--- src/rtl/req_pend_sched_pkg.sv ---
// Shared widths, the position-code type and constants for the request
// pending scheduler.
package sched_pkg;
    localparam int NREQ  = 4;
    localparam int POS_W = 3;
    localparam int GAP_W = 4;

    typedef logic [POS_W-1:0] pos_t;

    localparam pos_t POS_NONE = '0;
endpackage

--- src/rtl/req_pend_sched_if.sv ---
// Request, clear and grant handshake bundle between the scheduler and its
// requesters and consumer.
interface req_pend_sched_if;
    import sched_pkg::*;

    logic [NREQ-1:0] req_in;
    logic            clr;
    logic            gnt_valid;
    pos_t            gnt_pos;
    logic            gnt_ready;
    logic [NREQ-1:0] pend;
    logic            overflow;

    // master is the scheduler side; slave is the requester/consumer side
    modport master (
        input  req_in, clr, gnt_ready,
        output gnt_valid, gnt_pos, pend, overflow
    );

    modport slave (
        output req_in, clr, gnt_ready,
        input  gnt_valid, gnt_pos, pend, overflow
    );
endinterface

--- src/rtl/req_pend_sched_prio_enc4.sv ---
// Combinational highest-bit-first encoder: 0 when empty, k for bit k-1.
module prio_enc4
    import sched_pkg::*;
(
    input  logic [NREQ-1:0] vec_i,
    output pos_t            pos_o
);
    always_comb begin
        pos_o = POS_NONE;
        if (vec_i[3])      pos_o = pos_t'(4);
        else if (vec_i[2]) pos_o = pos_t'(3);
        else if (vec_i[1]) pos_o = pos_t'(2);
        else if (vec_i[0]) pos_o = pos_t'(1);
    end
endmodule

--- src/rtl/req_pend_sched.sv ---
// Sticky request capture with highest-line-first grant draining over a
// registered valid/ready slot and an optional idle gap between grants.
module req_pend_sched
    import sched_pkg::*;
#(
    parameter int unsigned IDLE_GAP = 0
) (
    input  logic               clk,
    input  logic               rst_n,
    req_pend_sched_if.master   bus
);
    logic [NREQ-1:0]  pend_q, pend_d;
    logic             overflow_q, overflow_d;
    logic             valid_q, valid_d;
    pos_t             pos_q, pos_d;
    logic [GAP_W-1:0] gap_q, gap_d;

    pos_t             encPos;
    logic             handshake;
    logic             slotFree;
    logic             load;
    logic [NREQ-1:0]  loadMask;

    prio_enc4 u_enc (
        .vec_i (pend_q),
        .pos_o (encPos)
    );

    // The load gate looks at the counter's next value so that the last
    // decrement edge can already load, giving exactly IDLE_GAP idle cycles.
    always_comb begin
        handshake = valid_q && bus.gnt_ready;
        slotFree  = !valid_q || bus.gnt_ready;

        gap_d = gap_q;
        if (handshake)
            gap_d = GAP_W'(IDLE_GAP);
        else if (gap_q != '0)
            gap_d = gap_q - 1'b1;

        load = slotFree && (gap_d == '0) && (pend_q != '0) && !bus.clr;

        loadMask = '0;
        for (int i = 0; i < NREQ; i++)
            loadMask[i] = load && (encPos == pos_t'(i + 1));

        valid_d = valid_q;
        pos_d   = pos_q;
        if (load) begin
            valid_d = 1'b1;
            pos_d   = encPos;
        end else if (slotFree) begin
            valid_d = 1'b0;
            pos_d   = POS_NONE;
        end

        if (bus.clr) begin
            pend_d     = bus.req_in;
            overflow_d = 1'b0;
        end else begin
            pend_d     = (pend_q & ~loadMask) | bus.req_in;
            overflow_d = overflow_q | (|(bus.req_in & pend_q & ~loadMask));
        end
    end

    always_ff @(posedge clk or negedge rst_n) begin
        if (!rst_n) begin
            pend_q     <= '0;
            overflow_q <= 1'b0;
            valid_q    <= 1'b0;
            pos_q      <= POS_NONE;
            gap_q      <= '0;
        end else begin
            pend_q     <= pend_d;
            overflow_q <= overflow_d;
            valid_q    <= valid_d;
            pos_q      <= pos_d;
            gap_q      <= gap_d;
        end
    end

    assign bus.pend      = pend_q;
    assign bus.overflow  = overflow_q;
    assign bus.gnt_valid = valid_q;
    assign bus.gnt_pos   = pos_q;
endmodule

--- src/flat_wrapper.sv ---
// flat-port wrapper written by rule: the top's interface ports become plain ports
module req_pend_sched_flat import sched_pkg::*;
#(
    parameter int unsigned IDLE_GAP = 0
)
  (clk, rst_n, bus_req_in, bus_clr, bus_gnt_ready, bus_gnt_valid, bus_gnt_pos, bus_pend, bus_overflow);
  req_pend_sched_if bus_i ();
  input  logic clk;
  input  logic rst_n;
  input wire logic [$bits(bus_i.req_in)-1:0] bus_req_in;
  input wire logic [$bits(bus_i.clr)-1:0] bus_clr;
  input wire logic [$bits(bus_i.gnt_ready)-1:0] bus_gnt_ready;
  output wire logic [$bits(bus_i.gnt_valid)-1:0] bus_gnt_valid;
  output wire logic [$bits(bus_i.gnt_pos)-1:0] bus_gnt_pos;
  output wire logic [$bits(bus_i.pend)-1:0] bus_pend;
  output wire logic [$bits(bus_i.overflow)-1:0] bus_overflow;
  assign bus_i.req_in = bus_req_in;
  assign bus_i.clr = bus_clr;
  assign bus_i.gnt_ready = bus_gnt_ready;
  assign bus_gnt_valid = bus_i.gnt_valid;
  assign bus_gnt_pos = bus_i.gnt_pos;
  assign bus_pend = bus_i.pend;
  assign bus_overflow = bus_i.overflow;
  req_pend_sched #(.IDLE_GAP(IDLE_GAP)) u_core (.clk(clk), .rst_n(rst_n), .bus(bus_i));
endmodule
--- config.mk ---
export PLATFORM = sky130hd
export DESIGN_NAME = req_pend_sched_flat
export DESIGN_NICKNAME = d
export VERILOG_FILES = /design/src/rtl/req_pend_sched_pkg.sv /design/src/rtl/req_pend_sched_if.sv /design/src/rtl/req_pend_sched_prio_enc4.sv /design/src/rtl/req_pend_sched.sv /design/src/flat_wrapper.sv
export SDC_FILE = /design/constraint.sdc
export NUM_CORES = 1
export LEC_CHECK = 0
export CAP_MARGIN = 20
export CORE_MARGIN = 3
export CORE_UTILIZATION = 51
export CTS_CLUSTER_SIZE = 14
export DETAILED_ROUTE_END_ITERATION = 12
export PLACE_DENSITY = 0.81
export SLEW_MARGIN = 20
export SYNTH_ARGS = -nofsm -noshare
export SYNTH_HDL_FRONTEND = slang
export SYNTH_HIERARCHICAL = 1
export SYNTH_SLANG_ARGS = --single-unit
--- constraint.sdc ---
create_clock -name clk -period 4.3 [get_ports clk]
set_input_delay 0.86 -clock clk [delete_from_list [all_inputs] [get_ports clk]]
set_output_delay 0.86 -clock clk [all_outputs]
set_load 0.005 [all_outputs]
==> results.rst <==
.. list-table::
   :header-rows: 1

   * - Metric
     - Value
   * - Setup repair bufs after CTS
     - 0
   * - Sum of negative setup slack
     - 0 ns
   * - FP Rows
     - 13
   * - Clock latency on the worst-skew pair
     - 0.27 ns
   * - Detailed-router iteration count before antenna repair
     - 4
   * - Effective utilization at floorplan
     - 55.46%
   * - Number of enable-type register cells in the synthesized netlist
     - 0
   * - Worst-case clock skew
     - 0.006042 ns
   * - Minimum setup slack in the final design
     - 1.869 ns
   * - Worst Path Class, Setup
     - input port to flip-flop
   * - Unique masters post-synth
     - 32
   * - Clock Tree Root
     - sky130_fd_sc_hd__clkbuf_4
   * - Net count reported at finish
     - 98
   * - Number of vias per cell after detailed routing
     - 5.883
   * - Number of warning messages in the yosys log
     - 6
   * - Largest net degree at the start of global routing
     - 14
   * - Routed WL
     - 1454 µm
   * - Largest cells by area after synthesis
     - sky130_fd_sc_hd__dfrtp_1 45%, sky130_fd_sc_hd__a22o_2 4.1%, sky130_fd_sc_hd__inv_1 3.6%
   * - Area of the multi-input gates
     - 360.3 µm²
   * - Leakage
     - 0.4233 nW
   * - Most frequent cell after synthesis
     - sky130_fd_sc_hd__dfrtp_1
   * - Unrepaired setup endpoints after global routing
     - no
   * - Worst-Margin Slew
     - 0.5887 ns
   * - CTS tree
     - done
   * - Register area
     - 325.3 µm²
   * - Synthesis-stage register bit count
     - 13
   * - Crit path capture type
     - flip-flop
   * - Ratio of cells with drive above 1 in the final layout
     - 21.59%
   * - Worst hold slack across all endpoints
     - 0.5191 ns
   * - Power Dens Cells
     - 288.4 nW/µm²
   * - Result of the run
     - finished, final reports clean
   * - MaxCap Viol Count
     - 0
   * - First-pass GRT wire length
     - 2635 µm
   * - Data required time of the worst path
     - 4.46 ns
   * - Maximum resistive drop on vdd
     - 0.0001742 V
   * - Count of inserted antenna diode cells
     - 0
   * - Max Root-Sink Buffers
     - 2
   * - Number of top-level design ports
     - 17
   * - All-Layer GR Usage
     - 18.43%
   * - Remaining number of nets flagged by the antenna check after routing
     - 0
   * - Global routing met3 resource utilization
     - 5.394%
   * - Cells resized by post-CTS repair
     - 0
   * - Die area
     - 1923 µm²
   * - Synth Cell Area
     - 730.7 µm²
   * - Buffers added on ports
     - 16
   * - Last weighted congestion value of the routability-driven placer
     - 0.8322
   * - Total power of the final layout
     - 264.9 µW
   * - Max Clock Freq
     - 0.4114 GHz
   * - Crit path arrival time
     - 2.59 ns
   * - Number of antenna violations at the first check in global routing
     - 0
   * - Commonest cells in the synthesized netlist
     - 13 x sky130_fd_sc_hd__dfrtp_1, 7 x sky130_fd_sc_hd__inv_1, 6 x sky130_fd_sc_hd__nand2_1
   * - Die height
     - 43.85 µm
   * - Fill cell instance count of the final layout
     - 92
   * - Initial DRC Count
     - 14
   * - Num CTS Buffers
     - 3
   * - Classification of the worst-slack hold path
     - flip-flop to flip-flop
   * - M2 GR Usage
     - 27.91%
   * - Most used routing layer
     - met2
   * - Clock sinks
     - 13
   * - Via count of the first global-routing pass
     - 626
   * - Mean area per synthesized cell
     - 10.44 µm²
   * - Synth Flop Type
     - sky130_fd_sc_hd__dfrtp_1
   * - Fin. max-slew vios
     - 0
   * - Clock transition at the registers of the reported paths
     - 0.08 ns
   * - H-Tree Depth
     - 1
   * - Proportion of register bits with asynchronous set or reset after synthesis
     - 100.0%
   * - Crit path max fanout
     - 9
   * - Remaining routing DRC violations
     - 0
   * - Area growth syn-to-layout
     - 25.68%
   * - Vias after detailed routing
     - 606
   * - Post-detailed-route wirelength per cell
     - 14.12 µm
   * - Cell taking the most area after synthesis
     - sky130_fd_sc_hd__dfrtp_1
   * - Top cell type's share of synthesized area
     - 44.52%
   * - Cell area after placement
     - 890.9 µm²
   * - Max-slew headroom at the worst pin
     - 60.63%
   * - Number of instances in the synthesized netlist
     - 70
   * - Min Clock Period, post-route
     - 2.431 ns
   * - Final hold vios
     - 0
   * - Met1 track utilization from global routing
     - 23.32%
   * - Post-route standard cell area excluding fillers
     - 918.4 µm²
   * - Finish-stage setup viols
     - 0
   * - Final period util
     - 56.52%
   * - Total overflow reported by the global router
     - 0
   * - Net count after synthesis
     - 79
   * - Worst slack at placement
     - 1.601 ns
   * - Detailed-placement wirelength estimate
     - 1108 µm
   * - Startpoint types
     - input port
   * - Core region area
     - 1318 µm²
   * - Register-to-register setup slack
     - 2.00 ns
   * - Chip Width
     - 43.85 µm
   * - Sequential share of the synthesized area
     - 44.52%
   * - Number of hold-repair buffers added at the cts stage
     - 0
==> final timing paths <==
path	endpoint	startpoint	depth (start not counted)
max	u_core/bus.overflow	bus_gnt_ready	6
min	u_core/bus.gnt_pos[2]	u_core/bus.gnt_pos[2]	1
max reg2reg	u_core/bus.overflow	u_core/gap_q[0]	7
min reg2reg	u_core/bus.gnt_pos[2]	u_core/bus.gnt_pos[2]	1
max in group asynchronous	u_core/gap_q[0]	rst_n	1
min in group asynchronous	u_core/bus.gnt_pos[2]	rst_n	1
==> cells in the final DEF (no fill, tap or decap), types with 2 or more instances in the layout <==
master,n
sky130_fd_sc_hd__mux2i_1,2
sky130_fd_sc_hd__nor3_1,2
sky130_fd_sc_hd__nor2_1,4
sky130_fd_sc_hd__a22o_2,3
sky130_fd_sc_hd__a21oi_1,2
sky130_fd_sc_hd__nand2_1,6
sky130_fd_sc_hd__a211oi_1,2
sky130_fd_sc_hd__or2_2,3
sky130_fd_sc_hd__inv_1,7
sky130_fd_sc_hd__nor2b_1,2
sky130_fd_sc_hd__a31o_2,3
sky130_fd_sc_hd__nor3b_1,2
sky130_fd_sc_hd__clkdlybuf4s50_1,16
sky130_fd_sc_hd__dfrtp_1,13
sky130_fd_sc_hd__clkbuf_4,3
==> cells by family (layout without fill, tap and decap cells) <==
| group | after synthesis | after routing | share of synthesized area (%) |
|---|---|---|---|
| simple gates | 25 | 25 | 20.38 |
| fa+ha+maj | 1 | 1 | 1.712 |
| mux | 2 | 2 | 2.740 |
| compound gates | 19 | 19 | 23.29 |
| flops | 13 | 13 | 44.52 |
| xor+xnor | 1 | 1 | 1.199 |
| buf+inv | 9 | 27 | 6.165 |
==> worst max-delay path: stages <==
cell	delay, ns
sky130_fd_sc_hd__clkdlybuf4s50_1	0.51
sky130_fd_sc_hd__and2_1	0.21
sky130_fd_sc_hd__a211o_2	0.13
sky130_fd_sc_hd__o2111a_1	0.36
sky130_fd_sc_hd__a311oi_2	0.16
sky130_fd_sc_hd__a221o_2	0.36
==> metal layers <==
metal  routed length, µm  share of wire, %  up-vias
met5                   0                 0        -
met4                  12              0.83        0
met3                  93               6.4        2
met2                 676                46       22
met1                 671                46      291
li1                    -                 -      291
==> area by class of cell <==
type,count,area share [%]
multi-input cells,48,39.24
flip-flops and latches,13,35.42
repair buffers,16,17.44
inverters,7,2.861
clock buffers,3,2.452
well taps,15,2.044
clock inverters,1,0.5450
==> per-stage QoR <==
| stage | std cells | util (%) |
|---|---|---|
| finish | 103 | 69.71 |
| floorplan | 70 | - |
| global placement | 99 | 67.62 |
| detailed placement | 99 | 67.62 |
| global route | 103 | 69.71 |
| CTS | 103 | 69.71 |
==> flip-flops by register name, summed over array words and instances (netlist names) <==
name                  count
u_core/bus.gnt_pos        3
u_core/bus.pend           4
u_core/bus.overflow       1
u_core/bus.gnt_valid      1
u_core/gap_q              4
==> power by group <==
part	internal, mW	switching [mW]
combinational	0.0311	0.0215
sequential	0.130	0.00877
clock	0.0344	0.0394
total	0.195	0.0697
Note: power is estimated with default switching activity, not from simulation.
